### config.mk
export PLATFORM = sky130hd
export DESIGN_NAME = regfile_dump_reader
export DESIGN_NICKNAME = d
export VERILOG_FILES = /design/src/rtl/regfile_dump_reader.sv
export SDC_FILE = /design/constraint.sdc
export NUM_CORES = 1
export LEC_CHECK = 0
export ABC_AREA = 1
export BUFFER_PORTS_ARGS = -buffer_cell sky130_fd_sc_hd__buf_2
export CAP_MARGIN = 20
export CORE_ASPECT_RATIO = 1.2
export CORE_MARGIN = 10
export CORE_UTILIZATION = 51
export CTS_CLUSTER_SIZE = 10
export DETAILED_ROUTE_END_ITERATION = 10
export HOLD_SLACK_MARGIN = 0.08
export PLACE_DENSITY = 0.85
export REMOVE_ABC_BUFFERS = 1
export SLEW_MARGIN = 20
export SYNTH_ARGS = -nofsm -noshare
export SYNTH_HDL_FRONTEND = slang
export SYNTH_SLANG_ARGS = --single-unit
### constraint.sdc
create_clock -name clk -period 3 [get_ports clk]
set_clock_uncertainty 0.1 [all_clocks]
set_input_delay 0.45 -clock clk [delete_from_list [all_inputs] [get_ports clk]]
set_output_delay 0.45 -clock clk [all_outputs]
set_load 0.01 [all_outputs]
### src/rtl/regfile_dump_reader.sv
// Read-side sequencer that sweeps a register file read port over [FIRST_REG, LAST_REG]
// and streams each captured word out as an (index, data) beat on a valid/ready handshake.
module regfile_dump_reader #(
    parameter int unsigned FIRST_REG  = 0,
    parameter int unsigned LAST_REG   = 31,
    parameter int unsigned DATA_WIDTH = 32
) (
    input  logic                  clk,
    input  logic                  reset,
    input  logic                  start,
    input  logic                  abort,
    output logic [4:0]            rd_addr,
    input  logic [DATA_WIDTH-1:0] rd_data,
    output logic                  out_valid,
    input  logic                  out_ready,
    output logic [4:0]            out_index,
    output logic [DATA_WIDTH-1:0] out_data,
    output logic                  out_last,
    output logic                  busy,
    output logic                  done
);

    if (LAST_REG < FIRST_REG || LAST_REG > 31) begin : g_bad_range
        $error("regfile_dump_reader: register range must satisfy FIRST_REG <= LAST_REG <= 31");
    end

    localparam logic [4:0] FirstIdx = 5'(FIRST_REG);
    localparam logic [4:0] LastIdx  = 5'(LAST_REG);

    typedef enum logic [1:0] {StIdle, StFetch, StSend, StDone} state_e;

    state_e                state_q, state_d;
    logic [4:0]            cur_q, cur_d;
    logic                  out_valid_q, out_valid_d;
    logic [4:0]            out_index_q, out_index_d;
    logic [DATA_WIDTH-1:0] out_data_q, out_data_d;
    logic                  out_last_q, out_last_d;
    logic                  busy_q, busy_d;
    logic                  done_q, done_d;

    always_comb begin
        state_d     = state_q;
        cur_d       = cur_q;
        out_valid_d = out_valid_q;
        out_index_d = out_index_q;
        out_data_d  = out_data_q;
        out_last_d  = out_last_q;

        if (abort && state_q != StIdle) begin
            // Cancelling drops any pending beat, even one being accepted on this edge.
            state_d     = StIdle;
            out_valid_d = 1'b0;
            out_last_d  = 1'b0;
            cur_d       = FirstIdx;
        end else begin
            unique case (state_q)
                StIdle: begin
                    if (start) begin
                        cur_d   = FirstIdx;
                        state_d = StFetch;
                    end
                end
                StFetch: begin
                    out_data_d  = rd_data;
                    out_index_d = cur_q;
                    out_last_d  = (cur_q == LastIdx);
                    out_valid_d = 1'b1;
                    state_d     = StSend;
                end
                StSend: begin
                    if (out_ready) begin
                        out_valid_d = 1'b0;
                        if (out_last_q) begin
                            state_d = StDone;
                        end else begin
                            cur_d   = cur_q + 5'd1;
                            state_d = StFetch;
                        end
                    end
                end
                StDone: begin
                    state_d = StIdle;
                end
                default: begin
                    state_d = StIdle;
                end
            endcase
        end

        busy_d = (state_d != StIdle);
        done_d = (state_d == StDone);
    end

    always_ff @(posedge clk or posedge reset) begin
        if (reset) begin
            state_q     <= StIdle;
            cur_q       <= FirstIdx;
            out_valid_q <= 1'b0;
            out_index_q <= 5'd0;
            out_data_q  <= '0;
            out_last_q  <= 1'b0;
            busy_q      <= 1'b0;
            done_q      <= 1'b0;
        end else begin
            state_q     <= state_d;
            cur_q       <= cur_d;
            out_valid_q <= out_valid_d;
            out_index_q <= out_index_d;
            out_data_q  <= out_data_d;
            out_last_q  <= out_last_d;
            busy_q      <= busy_d;
            done_q      <= done_d;
        end
    end

    assign rd_addr   = cur_q;
    assign out_valid = out_valid_q;
    assign out_index = out_index_q;
    assign out_data  = out_data_q;
    assign out_last  = out_last_q;
    assign busy      = busy_q;
    assign done      = done_q;

endmodule

Word level (Yosys, flattened, before mapping) --
Index checks and enable logic that the tools add are counted. Widths: inputs -> output; s select.
Word-level totals: register bits after elaboration 48, bits of input ports 37, output and inout port bits 46, word-level logic and storage cells 43
Cells by class: add/subtract/negate cells 1, equality and inequality tests 8, mux-type cells 15, bitwise gates (word level) 1, reductions and logical operators 10
Operators with widths (number):
- $mux 5 | 4
- $pmux 5 s2 | 1
- $ne 3x3->1 const B | 3
- $mux 2 | 4
- $pmux 2 s4 | 1
- $eq 2x2->1 const B | 3
- $reduce_bool 2->1 | 3
- $reduce_bool 3->1 | 2
- $add 5x1->5 const B | 1
- $eq 5x5->1 const B | 1
- $mux 1 | 4
- $reduce_and 2->1 | 2
- $reduce_and 4->1 | 1
- $eq 2x1->1 const B | 1
- $logic_not 2->1 | 1
- $pmux 1 s2 | 1
- $logic_and 1x1->1 | 1
- $not 1->1 | 1

Logic depth before layout (Yosys ltp) --
Gate-level depths: netlist (run 1).
depth after elaboration 5, gate-level depth with buffers 8, gate-level depth less buffers 8

Least setup slack after synthesis (run 1) --
No wires, ideal clock.
path type register to register, from register cur_q[0] (netlist: rd_addr[0]), to register cur_q[4] (netlist: rd_addr[4]), arrival time 1.217 ns, data required time 2.784 ns, slack 1.567 ns, cell stages (with the launch flop) 9, buffers on the path 0, period minus slack after synthesis 1.433 ns, cells stage by stage dfrtp_1 -> ha_1 -> nand2_1 -> nor2_1 -> ha_1 -> inv_1 -> nor2_1 -> nand2_1 -> nand2_1
Between the ends: word-level cells in the longest chain between the ends 5
RTL lines:
- start: declaration | line 33 | logic [4:0] cur_q, cur_d;
- start signal: assignment | line 97 | cur_q <= FirstIdx;
- start signal: assignment | line 106 | cur_q <= cur_d;
- $add 5x1->5 | line 76 | cur_d = cur_q + 5'd1;
- $mux 5 | line 73 | if (out_last_q) begin
- $mux 5 | line 71 | if (out_ready) begin
- $pmux 5 s2 | line 56 | unique case (state_q)
- $mux 5 | line 49 | if (abort && state_q != StIdle) begin
Every way passes these cells. The select of a mux whose other input is x is not followed. A chain may end at the register's enable or synchronous reset.

Final worst setup path (run 1) --
from register state_q[1], to register out_data_q[6] (netlist: out_data[6])
Between the ends: word-level cells in the longest chain between the ends 4, elaborated cells between the ends (all ways) 5
RTL lines:
- start: declaration | line 32 | state_e state_q, state_d;
- start signal: assignment | line 96 | state_q <= StIdle;
- start signal: assignment | line 105 | state_q <= state_d;
- $reduce_bool 2->1 | line 49
- $logic_and 1x1->1 | line 49
- $not 1->1 (no source line)
- $reduce_and 2->1 (no source line) (*)
- end signal: assignment | line 109 | out_data_q <= out_data_d;
- end: declaration | line 36 | logic [DATA_WIDTH-1:0] out_data_q, out_data_d;
Mark *: on every way between the ends. The rest lies on a longest branch, timed or not.

==> metrics, run 1 <==
post-route setup slack=1.501 ns; count of final setup violators=0; Detailed Place HPWL=3736 um; number of antenna violations at the first check in global routing=0; routed wire length per instance=13.23 um; number of clock buffers inserted by TritonCTS=5; pin count of the biggest net entering global routing=49; share of the yosys chip area belonging to registers=59.89%; unrepaired setup endpoints after global routing=no; Final Max Tran Viols=0; worst min path class=in -> reg; Total Wirelength=4936 um; synthesized area divided by synthesized cell count=8.427 um2; FF/Latch Area=1201 um2; antenna viol nets, final=0; clock tree from TritonCTS=built; slew at the pin closest to its max-slew limit=0.9591 ns; initial core utilization=53.86%; count of TritonRoute iterations in the first routing pass=4; top cell type's share of synthesized area=59.89%; max_slew headroom=35.97%; total via count in the routed design=1737; Max Buffers Root-to-Sink=2; count of flip-flops with a built-in enable after synthesis=0; dominant register cell in the synthesized netlist=sky130_fd_sc_hd__dfrtp_1; wire length of the first global-routing pass=7969 um; number of global-route vias before repair=1633; total number of nets in the final design=359; die span in x=77.25 um; power density over the cells=721.0 nW/um2; main combinational cell family by area after synthesis=simple AND/OR/NAND/NOR gates; maximum clock frequency=667.2 MHz; run status=complete, no violations; Non-Filler Cell Area, Final=2532 um2; DIE HEIGHT=88.70 um; CTS root buffer=sky130_fd_sc_hd__clkbuf_8; number of hold buffers added after cts=0; post-synthesis adder-cell area fraction=1.248%; crit path capture type=flip-flop; fill cell total of the finished layout=325; clock network latency to the later pin of the worst-skew pair=0.29 ns; iteration-0 DRC count of the detailed router=153; Data required, critical path=3.14 ns; startpoint type of the worst setup path=flip-flop; DRC Markers=0; share of cell area taken by muxes after synthesis=0%; largest area contributor in the synthesized netlist=sky130_fd_sc_hd__dfrtp_1; parity-gate share of the synthesized area counting xor and xnor cells=0.4367%; number of distinct standard cells referenced by the synthesized netlist=18; core area=3724 um2; quantity of I/O buffers inserted on ports=82; share of flip-flops with an asynchronous set or reset after synthesis=100.0%; Post-synth top cells=139 x sky130_fd_sc_hd__nand2_1, 48 x sky130_fd_sc_hd__dfrtp_1, 11 x sky130_fd_sc_hd__inv_1, 11 x sky130_fd_sc_hd__nor2_1, 7 x sky130_fd_sc_hd__nand3_1; clock-pin slew reported for the worst setup and hold paths after clock tree synthesis=0.09 ns; fraction of the mapped netlist area in simple logic gates=31.63%; antenna diode count=0; area of the multi-input gates=691.9 um2; post-route core utilization=68.01%; layout cell share with drive strength beyond 1=30.53%; Post-CTS Setup Bufs=0; Rows=24; total global routing track utilization=14.41%; Boundary Pins=83; total overflow reported by the global router=0; synthesized-area fraction occupied by ao, oa, aoi and oai cells=1.185%; min cycle time layout=1.499 ns; total power after layout=0.001826 W; Max-Cap Viols=0; layout overhead on the synthesized area=26.26%; Syn Std Cell Area=2006 um2; P_leak=1.539 nW; critical path type=reg -> reg; number of sinks driven by the clock tree=48; Total Negative Setup Slacks=0 ns; DP Worst Slack=1.441 ns; Yosys reg bits=48; final hold violations=0; cell with the most instances after synthesis=sky130_fd_sc_hd__nand2_1; DIE AREA=6851 um2; Placer Congestion=0.7854; synthesis warning total=0; top cells by area, synth=sky130_fd_sc_hd__dfrtp_1 60%, sky130_fd_sc_hd__nand2_1 26%, sky130_fd_sc_hd__inv_1 2.1%; Max VDD drop=0.2576 mV; Synth Instances=238; data arrival time of the worst path=1.64 ns; average vias per placed instance=4.657; largest fanout on the critical path=39; # H-tree levels=2; CTS resizes=0; part of the cycle the worst path needs=49.96%; placement-stage cell area=2425 um2
-- sequential cells by signal, indices dropped and copies added, names as in the netlist --
register   flops
rd_addr        5
out_last       1
busy           1
out_valid      1
state_q        2
out_data      32
out_index      5
done           1
-- cells by family (layout without fill, tap and decap cells) --
kind of cell    Yosys count  in the layout
buf+inv                  21            104
simple gates            162            162
flops                    48             48
xor+xnor                  1              1
compound gates            4              4
fa+ha+maj                 2              2
-- layout by cell type (no fill, tap or decap), types with 2 or more instances in the layout --
master,synthesis,final
sky130_fd_sc_hd__inv_2,2,3
sky130_fd_sc_hd__nand2_1,139,139
sky130_fd_sc_hd__nand3_1,7,7
sky130_fd_sc_hd__nor2_1,11,11
sky130_fd_sc_hd__inv_1,11,10
sky130_fd_sc_hd__ha_1,2,2
sky130_fd_sc_hd__buf_2,3,82
sky130_fd_sc_hd__dfrtp_1,48,48
sky130_fd_sc_hd__a21oi_1,2,2
sky130_fd_sc_hd__nor2_2,2,2
sky130_fd_sc_hd__clkbuf_8,0,5
-- where the power goes --
| part | internal (W) | switching, W |
|---|---|---|
| Combinational | 0.000193 | 0.000308 |
| Sequential | 0.000801 | 0.0000765 |
| Clock | 0.000247 | 0.000199 |
| Total | 0.00124 | 0.000584 |
-- per-layer routing --
metal / global-route usage (%) / share of wire [%] / vias up
li1: - / - / 878
met1: 17.26 / 42 / 789
met2: 23.21 / 47 / 64
met3: 6.389 / 9.4 / 6
met4: 3.987 / 1.1 / 0
met5: 0 / 0 / -
-- path summary, 6_finish.rpt --
path	depth (start not counted)	startpoint	slack, ns	to
worst min register to register	2	out_data[31]	0.37	out_data[31]
worst max-delay path	6	state_q[1]	1.50	out_data[6]
max in group asynchronous	2	reset	1.94	out_data[1]
worst min-delay path	3	rd_data[2]	0.25	out_data[2]
worst max register to register	6	state_q[1]	1.50	out_data[6]
min in group asynchronous	2	reset	0.27	out_data[27]
-- worst max-delay path: stages, from the launching register on --
cell,delay [ns]
sky130_fd_sc_hd__dfrtp_1,0.42
sky130_fd_sc_hd__inv_2,0.08
sky130_fd_sc_hd__nand2_2,0.10
sky130_fd_sc_hd__nor2_4,0.04
sky130_fd_sc_hd__inv_2,0.45
sky130_fd_sc_hd__nand2_1,0.14
sky130_fd_sc_hd__nand2_1,0.10
-- final cells by class --
type / count / area share, %
clock buffer: 6 / 2.866
clock inverter: 2 / 1.383
timing repair buffer: 83 / 16.50
multi-input combinational: 169 / 27.32
sequential: 48 / 47.43
tap: 52 / 2.569
inverter: 13 / 1.927
-- metrics by stage --
stage               hold WS (ns)  instances
finish                    0.2465        373
global route              0.2459        373
CTS                       0.2418        373
detailed placement        0.3527        365
global placement          0.3486        365
floorplan                 0.4043        230
Power figures use the tool's default switching activity.
==> inputs of run 2 (changes only) <==
--- a/config.mk
+++ b/config.mk
@@ -10,11 +10,11 @@
 export CAP_MARGIN = 20
 export CORE_ASPECT_RATIO = 1.2
 export CORE_MARGIN = 10
-export CORE_UTILIZATION = 51
+export CORE_UTILIZATION = 43
 export CTS_CLUSTER_SIZE = 10
 export DETAILED_ROUTE_END_ITERATION = 10
 export HOLD_SLACK_MARGIN = 0.08
-export PLACE_DENSITY = 0.85
+export PLACE_DENSITY = 0.77
 export REMOVE_ABC_BUFFERS = 1
 export SLEW_MARGIN = 20
 export SYNTH_ARGS = -nofsm -noshare
==> constraint.sdc (replaced) <==
create_clock -name clk -period 1.3 [get_ports clk]
set_clock_uncertainty 0.1 [all_clocks]
set_input_delay 0.195 -clock clk [delete_from_list [all_inputs] [get_ports clk]]
set_output_delay 0.195 -clock clk [all_outputs]
set_load 0.01 [all_outputs]
==> run 2 against run 1 <==
Against the previous run: the flow now finishes with violations (negative setup slack); largest power group unchanged; combinational power rose to 2.9 times the previous value; clock power rose by 130%; final area rose by 26%; sequential power rose by 130%; wire length rose by 24%; utilization rose by 2.1 points; power rose by 150%; via count rose by 13%; setup slack got worse by 1.5 ns; fmax rose by 12%; hold slack got worse by 0.073 ns; largest cell class unchanged; non-clock buffer count rose by 55.
==> metrics, run 2 (synthesis results as in run 1) <==
run status=complete, but fails checks; violated checks=negative setup slack; Max VDD drop=0.7431 mV (+190%); cell depth of the worst hold path=5 (+2); amount of wire on met2 after detailed routing=3131 um (+34%); core area=4561 um2 (+22%); total global routing track utilization=14.62% (+0.21 points); Post-Layout Cell Count=434 (+16%); max_slew headroom=79.17% (+43 points); iteration-0 DRC count of the detailed router=85 (-44%); Clk network pwr share=22.9% (-1.6 points); Placer Congestion=0.8012 (+2.0%); FF-to-FF path depth=8 (+2); routed wire length per instance=14.06 um (+6.2%); total overflow reported by the global router=0 (unchanged); clock-pin slew reported for the worst setup and hold paths after clock tree synthesis=0.08 ns (about the same); Final Max Tran Viols=0 (unchanged); pin count of the biggest net entering global routing=40 (-18%); Cell Count Post-Placement=380 (+4.1%); number of global-route vias before repair=1924 (+18%); count of final setup violators=18 (+18); DIE AREA=7808 um2 (+14%); cell breakdown of the critical path=ha_2, nand2_1, nor2_1, ha_1, inv_1, nor2_2, nand2_1, nand2_1; net switching fraction of the power=32.01% (+0.037 points); biggest cell delay along the critical path=0.39 ns (-0.06 ns); quantity of I/O buffers inserted on ports=82 (unchanged); initial core utilization=43.98% (-9.9 points); Comb power frac=31.7% (+4.3 points); layout cell share with drive strength beyond 1=37.77% (+7.2 points); Buf/Inv on CP=1 (-1); register-to-register path setup slack=-0.04 ns (-1.54 ns); part of the power in registers=45.4% (-2.7 points); layout overhead on the synthesized area=59.51%; CTS root buffer=sky130_fd_sc_hd__clkbuf_8; P_leak=1.854 nW (+20%); Max-Cap Viols=0 (unchanged); # H-tree levels=2 (unchanged); total via count in the routed design=1971 (+13%); critical path launch point=rd_addr[0]; DIE HEIGHT=94.82 um (+6.9%); DP Worst Slack=-0.05432 ns (-1.495 ns); Max Buffers Root-to-Sink=2 (unchanged); number of sinks driven by the clock tree=48 (unchanged); antenna diode count=0 (unchanged); Int Pwr=0.003067 W (+150%); leading cell type in the layout, fill and taps excluded=sky130_fd_sc_hd__nand2_1; routed length on met3=449 um (-3.0%); part of the cycle the worst path needs=102.7% (+53 points); final hold violations=0 (unchanged); wire length of the first global-routing pass=9052 um (+14%); Total Wirelength=6100 um (+24%); data arrival time of the worst path=1.43 ns (-0.21 ns); switching power=0.001444 W (+150%); slowest library cell on the worst path=sky130_fd_sc_hd__dfrtp_1; unrepaired setup endpoints after global routing=yes; cell class contributing the biggest share of worst-path delay=adder cells; crit path capture type=flip-flop; final worst hold slack=0.1736 ns (-0.07285 ns); count of TritonRoute iterations in the first routing pass=6 (+2); startpoint type of the worst setup path=flip-flop; min cycle time layout=1.335 ns (-0.1635 ns); highest metal layer with signal wires=met4; startpoint of the worst hold path=start; number of clock buffers inserted by TritonCTS=5 (unchanged); startpoint of the most critical register-to-register path=rd_addr[0]; power density over the cells=1410 nW/um2 (+96%); commonest non-fill, non-tap cells in the layout=124 x sky130_fd_sc_hd__nand2_1, 82 x sky130_fd_sc_hd__buf_2, 47 x sky130_fd_sc_hd__dfrtp_1; slew at the pin closest to its max-slew limit=0.3125 ns (-0.6466 ns); Reg-to-Reg End=rd_addr[4]; max FFs per register=32 (unchanged); number of antenna violations at the first check in global routing=0 (unchanged); met1 wire length=2400 um (+15%); maximum clock frequency=748.9 MHz (+12%); die span in x=82.35 um (+6.6%); worst min path class=in -> reg; Boundary Pins=83 (unchanged); Data required, critical path=1.39 ns (-1.75 ns); largest fanout on the critical path=2 (-95%); Most common cell on crit path=sky130_fd_sc_hd__nand2_1; Worst Hold Endpoint=state_q[0]; clock network latency to the later pin of the worst-skew pair=0.29 ns (about the same); Detailed Place HPWL=3713 um (-0.62%); critical path type=reg -> reg; DRC Markers=0 (unchanged); antenna viol nets, final=0 (unchanged); post-route setup slack=-0.03534 ns (-1.536 ns); clock tree from TritonCTS=built; total number of nets in the final design=414 (+15%); Rows=27 (+13%); average vias per placed instance=4.541 (-2.5%)
-- run 2: cell count changes in the layout (fill, tap and decap cells not counted), sizes merged --
cell | before | now
buf | 83 | 102
clkbuf | 6 | 8
dlygate4sd3 | 0 | 34
-- run 2: cell type report --
type	count	area (um2)
Clock inverter	2	35.03
Multi-Input combinational cell	169	770.7
Fill cell	367	1361
Inverter	13	51.30
Tap cell	58	72.57
Clock buffer	6	72.57
Timing Repair Buffer	138	994.7
Sequential cell	48	1202
-- run 2: worst max-delay path by stage --
stage                               to  slack [ns]  cells after the start
after detailed placement    rd_addr[4]       -0.05                      8
after floorplan           out_index[3]       -0.48                      6
after CTS                   rd_addr[4]       -0.04                      8
after global routing      out_data[17]       -0.11                      7
final                       rd_addr[4]       -0.04                      8
after global placement      rd_addr[4]       -0.01                      8
-- run 2: worst reg2reg max path, cell delays in order, from the launching register on --
cell	delay, ns
sky130_fd_sc_hd__dfrtp_1	0.39
sky130_fd_sc_hd__ha_2	0.19
sky130_fd_sc_hd__nand2_1	0.07
sky130_fd_sc_hd__nor2_1	0.04
sky130_fd_sc_hd__ha_1	0.26
sky130_fd_sc_hd__inv_1	0.06
sky130_fd_sc_hd__nor2_2	0.03
sky130_fd_sc_hd__nand2_1	0.05
sky130_fd_sc_hd__nand2_1	0.04
-- run 2: power by group through the flow --
stage	Sequential (W)	Combinational (W)	Clock (W)
2_1_floorplan	0.00224	0.000412	0
3_3_place_gp	0.00204	0.00117	0
3_5_place_dp	0.00205	0.00120	0
4_1_cts	0.00202	0.00129	0.00107
5_1_grt	0.00208	0.00159	0.00113
6_report	0.00205	0.00143	0.00103
-- run 2: layer usage --
metal,global-route usage (%),vias to the layer above
met5,0,-
li1,-,995
met2,26.43,57
met1,16.06,906
met3,3.707,13
met4,4.688,0
-- run 2: timing repair --
item / CTS / global route
hold buffers: 34 / 0
gates cloned: 0 / 4
setup endpoints to repair: 29 / 48
buffers inserted: 0 / 8
gates resized for setup: 4 / 31
endpoints found under the hold margin: 81 / 0
pin swaps: 3 / 5
-- run 2: metrics by stage --
| step | utilization, % | setup TNS, ns | power [W] | cell area [um2] |
|---|---|---|---|---|
| after floorplan | - | -23.69 | 0.002649 | 1942 |
| after global placement | 55.09 | -0.01450 | 0.003213 | 2512 |
| after detailed placement | 55.09 | -0.1921 | 0.003254 | 2512 |
| after CTS | 65.13 | -0.03602 | 0.004376 | 2970 |
| after global routing | 70.15 | -3.043 | 0.004805 | 3199 |
| final | 70.15 | -0.2050 | 0.004511 | 3199 |
==> inputs of run 3 (changes only) <==
--- a/config.mk
+++ b/config.mk
@@ -9,10 +9,10 @@
 export BUFFER_PORTS_ARGS = -buffer_cell sky130_fd_sc_hd__buf_2
 export CAP_MARGIN = 20
 export CORE_ASPECT_RATIO = 1.2
-export CORE_MARGIN = 10
 export CORE_UTILIZATION = 43
 export CTS_CLUSTER_SIZE = 10
 export DETAILED_ROUTE_END_ITERATION = 10
+export GPL_TIMING_DRIVEN = 0
 export HOLD_SLACK_MARGIN = 0.08
 export PLACE_DENSITY = 0.77
 export REMOVE_ABC_BUFFERS = 1
==> run 3 against run 2 <==
Against the previous run: the flow still finishes with violations (negative setup slack); largest cell class unchanged; sequential share of layout area decreased by 0.28 points; utilization increased by 4.0 points; wire length decreased by 2.1%; highest routed layer unchanged.
==> metrics, run 3 (synthesis results as in run 1) <==
cell class contributing the biggest share of worst-path delay=adder cells; number of global-route vias before repair=2011 (+4.5%); leading cell type in the layout, fill and taps excluded=sky130_fd_sc_hd__nand2_1; Most common cell on crit path=sky130_fd_sc_hd__nand2_1; slowest library cell on the worst path=sky130_fd_sc_hd__dfrtp_2; biggest cell delay along the critical path=0.43 ns (+0.04 ns); maximum clock frequency=727.0 MHz (-2.9%); Total Negative Setup Slacks=-0.4301 ns (-0.2251 ns); clock network latency to the later pin of the worst-skew pair=0.29 ns (about the same); antenna viol nets, final=0 (unchanged); FF/Latch Area=1206 um2 (+0.31%); number of sinks driven by the clock tree=48 (unchanged); worst min path class=in -> reg; total overflow reported by the global router=0 (unchanged); quantity of I/O buffers inserted on ports=82 (unchanged); violated checks=negative setup slack; wire length of the first global-routing pass=9287 um (+2.6%); total number of nets in the final design=418 (+0.97%); data arrival time of the worst path=1.51 ns (+0.08 ns); Buf/Inv on CP=1 (unchanged); min cycle time layout=1.376 ns (+0.04022 ns); final hold violations=0 (unchanged); FF-to-FF path depth=8 (unchanged); Final Max Tran Viols=0 (unchanged); Crit. path cell count=8 (unchanged); cell depth of the worst hold path=5 (unchanged); Total Wirelength=5972 um (-2.1%); fill cell total of the finished layout=339 (-7.6%); post-route setup slack=-0.07556 ns (-0.04022 ns); post-route core utilization=74.17% (+4.0 points); startpoint type of the worst setup path=flip-flop; area of the multi-input gates=795.8 um2 (+3.2%); Detailed Place HPWL=2818 um (-24%); count of TritonRoute iterations in the first routing pass=4 (-2); count of final setup violators=13 (-5); slew at the pin closest to its max-slew limit=0.4418 ns (+0.1293 ns); number of clock buffers inserted by TritonCTS=5 (unchanged); number of antenna violations at the first check in global routing=0 (unchanged); crit path capture type=flip-flop; DRC Markers=0 (unchanged); initial core utilization=46.01% (+2.0 points); routed wire length per instance=13.70 um (-2.5%); largest fanout on the critical path=2 (unchanged); clock-pin slew reported for the worst setup and hold paths after clock tree synthesis=0.08 ns (about the same); Max-Cap Viols=0 (unchanged); power density over the cells=1400 nW/um2 (-0.68%); die span in x=64.35 um (-22%); CTS root buffer=sky130_fd_sc_hd__clkbuf_8; iteration-0 DRC count of the detailed router=99 (+16%); clock tree from TritonCTS=built; DP Worst Slack=-0.9634 ns (-0.9091 ns); critical path type=reg -> reg; Max VDD drop=0.6936 mV (-6.7%); P_leak=1.831 nW (-1.3%); Max Buffers Root-to-Sink=2 (unchanged); # H-tree levels=2 (unchanged); total global routing track utilization=24.56% (+9.9 points); core area=4359 um2 (-4.4%); max_slew headroom=70.50% (-8.7 points); Placer Congestion=0.7146 (-11%); Data required, critical path=1.43 ns (+0.04 ns); antenna diode count=0 (unchanged); unrepaired setup endpoints after global routing=yes; total power after layout=0.004528 W (+0.37%); final worst hold slack=0.1547 ns (-0.01889 ns); run status=complete, but fails checks; Rows=26 (-3.7%); part of the cycle the worst path needs=105.8% (+3.1 points); Boundary Pins=83 (unchanged); max FFs per register=32 (unchanged); average vias per placed instance=4.679 (+3.0%); DIE AREA=4943 um2 (-37%); cell breakdown of the critical path=ha_4, nand2_2, nor2_2, ha_1, inv_1, nor2_1, nand2_1, nand2_1; layout cell share with drive strength beyond 1=38.68% (+0.92 points); DIE HEIGHT=76.82 um (-19%); layout overhead on the synthesized area=61.20%; total via count in the routed design=2040 (+3.5%); pin count of the biggest net entering global routing=29 (-28%); commonest non-fill, non-tap cells in the layout=126 x sky130_fd_sc_hd__nand2_1, 81 x sky130_fd_sc_hd__buf_2, 44 x sky130_fd_sc_hd__dfrtp_1
[run 3: cell count changes in the layout (fill, tap and decap cells not counted), sizes merged]
cell and delta:
buf +3, clkbuf -2, nor2 +2, inv +1
[run 3: final cells by class]
class	count	area share, %
clock inverter	2	1.084
sequential	48	37.31
multi-input combinational	171	24.61
tap	56	2.167
clock buffer	6	2.245
inverter	13	1.741
timing repair inverter	1	0.2709
timing repair buffer	139	30.57
[run 3: tightest hold or removal path, stage by stage]
cell	delay, ns
sky130_fd_sc_hd__buf_2	0.07
sky130_fd_sc_hd__inv_1	0.04
sky130_fd_sc_hd__nor2_1	0.09
sky130_fd_sc_hd__a21oi_1	0.07
sky130_fd_sc_hd__inv_1	0.05
[run 3: worst paths after layout]
path	startpoint	end	slack, ns
hold / removal	start	state_q[0]	0.15
setup reg to reg	rd_addr[1]	rd_addr[4]	-0.08
hold reg to reg	out_data[16]	out_data[16]	0.37
max in group asynchronous	reset	rd_addr[0]	0.22
setup / recovery	rd_addr[1]	rd_addr[4]	-0.08
min in group asynchronous	reset	out_data[21]	0.37
[run 3: timing repair]
item                                   in CTS  in global routing
gates cloned                                4                  1
buffers inserted                           13                  7
hold buffers                               34                  0
resized for setup                          15                 32
endpoints found under the hold margin      54                  0
pin swaps                                   6                 25
setup endpoints to repair                  47                 49
[run 3: power breakdown]
part	leakage, nW	switching [W]	total (W)	internal, W
Combinational	1.17	0.000811	0.00145	0.000641
Sequential	0.610	0.000200	0.00205	0.00185
Clock	0.0552	0.000453	0.00102	0.000571
[run 3: stage by stage]
stage | instance area, um2 | cells
2_1_floorplan | 1942 | 230
4_1_cts | 3075 | 428
6_report | 3233 | 436
5_1_grt | 3233 | 436
3_5_place_dp | 2442 | 369
3_3_place_gp | 2422 | 368
[run 3: metal layers]
metal	up-vias	wire length (um)	GRT usage, %
li1	994	-	-
met1	957	2456	28.63
met2	75	3138	43.89
met3	14	283	5.357
met4	0	94	8.000
met5	-	0	0
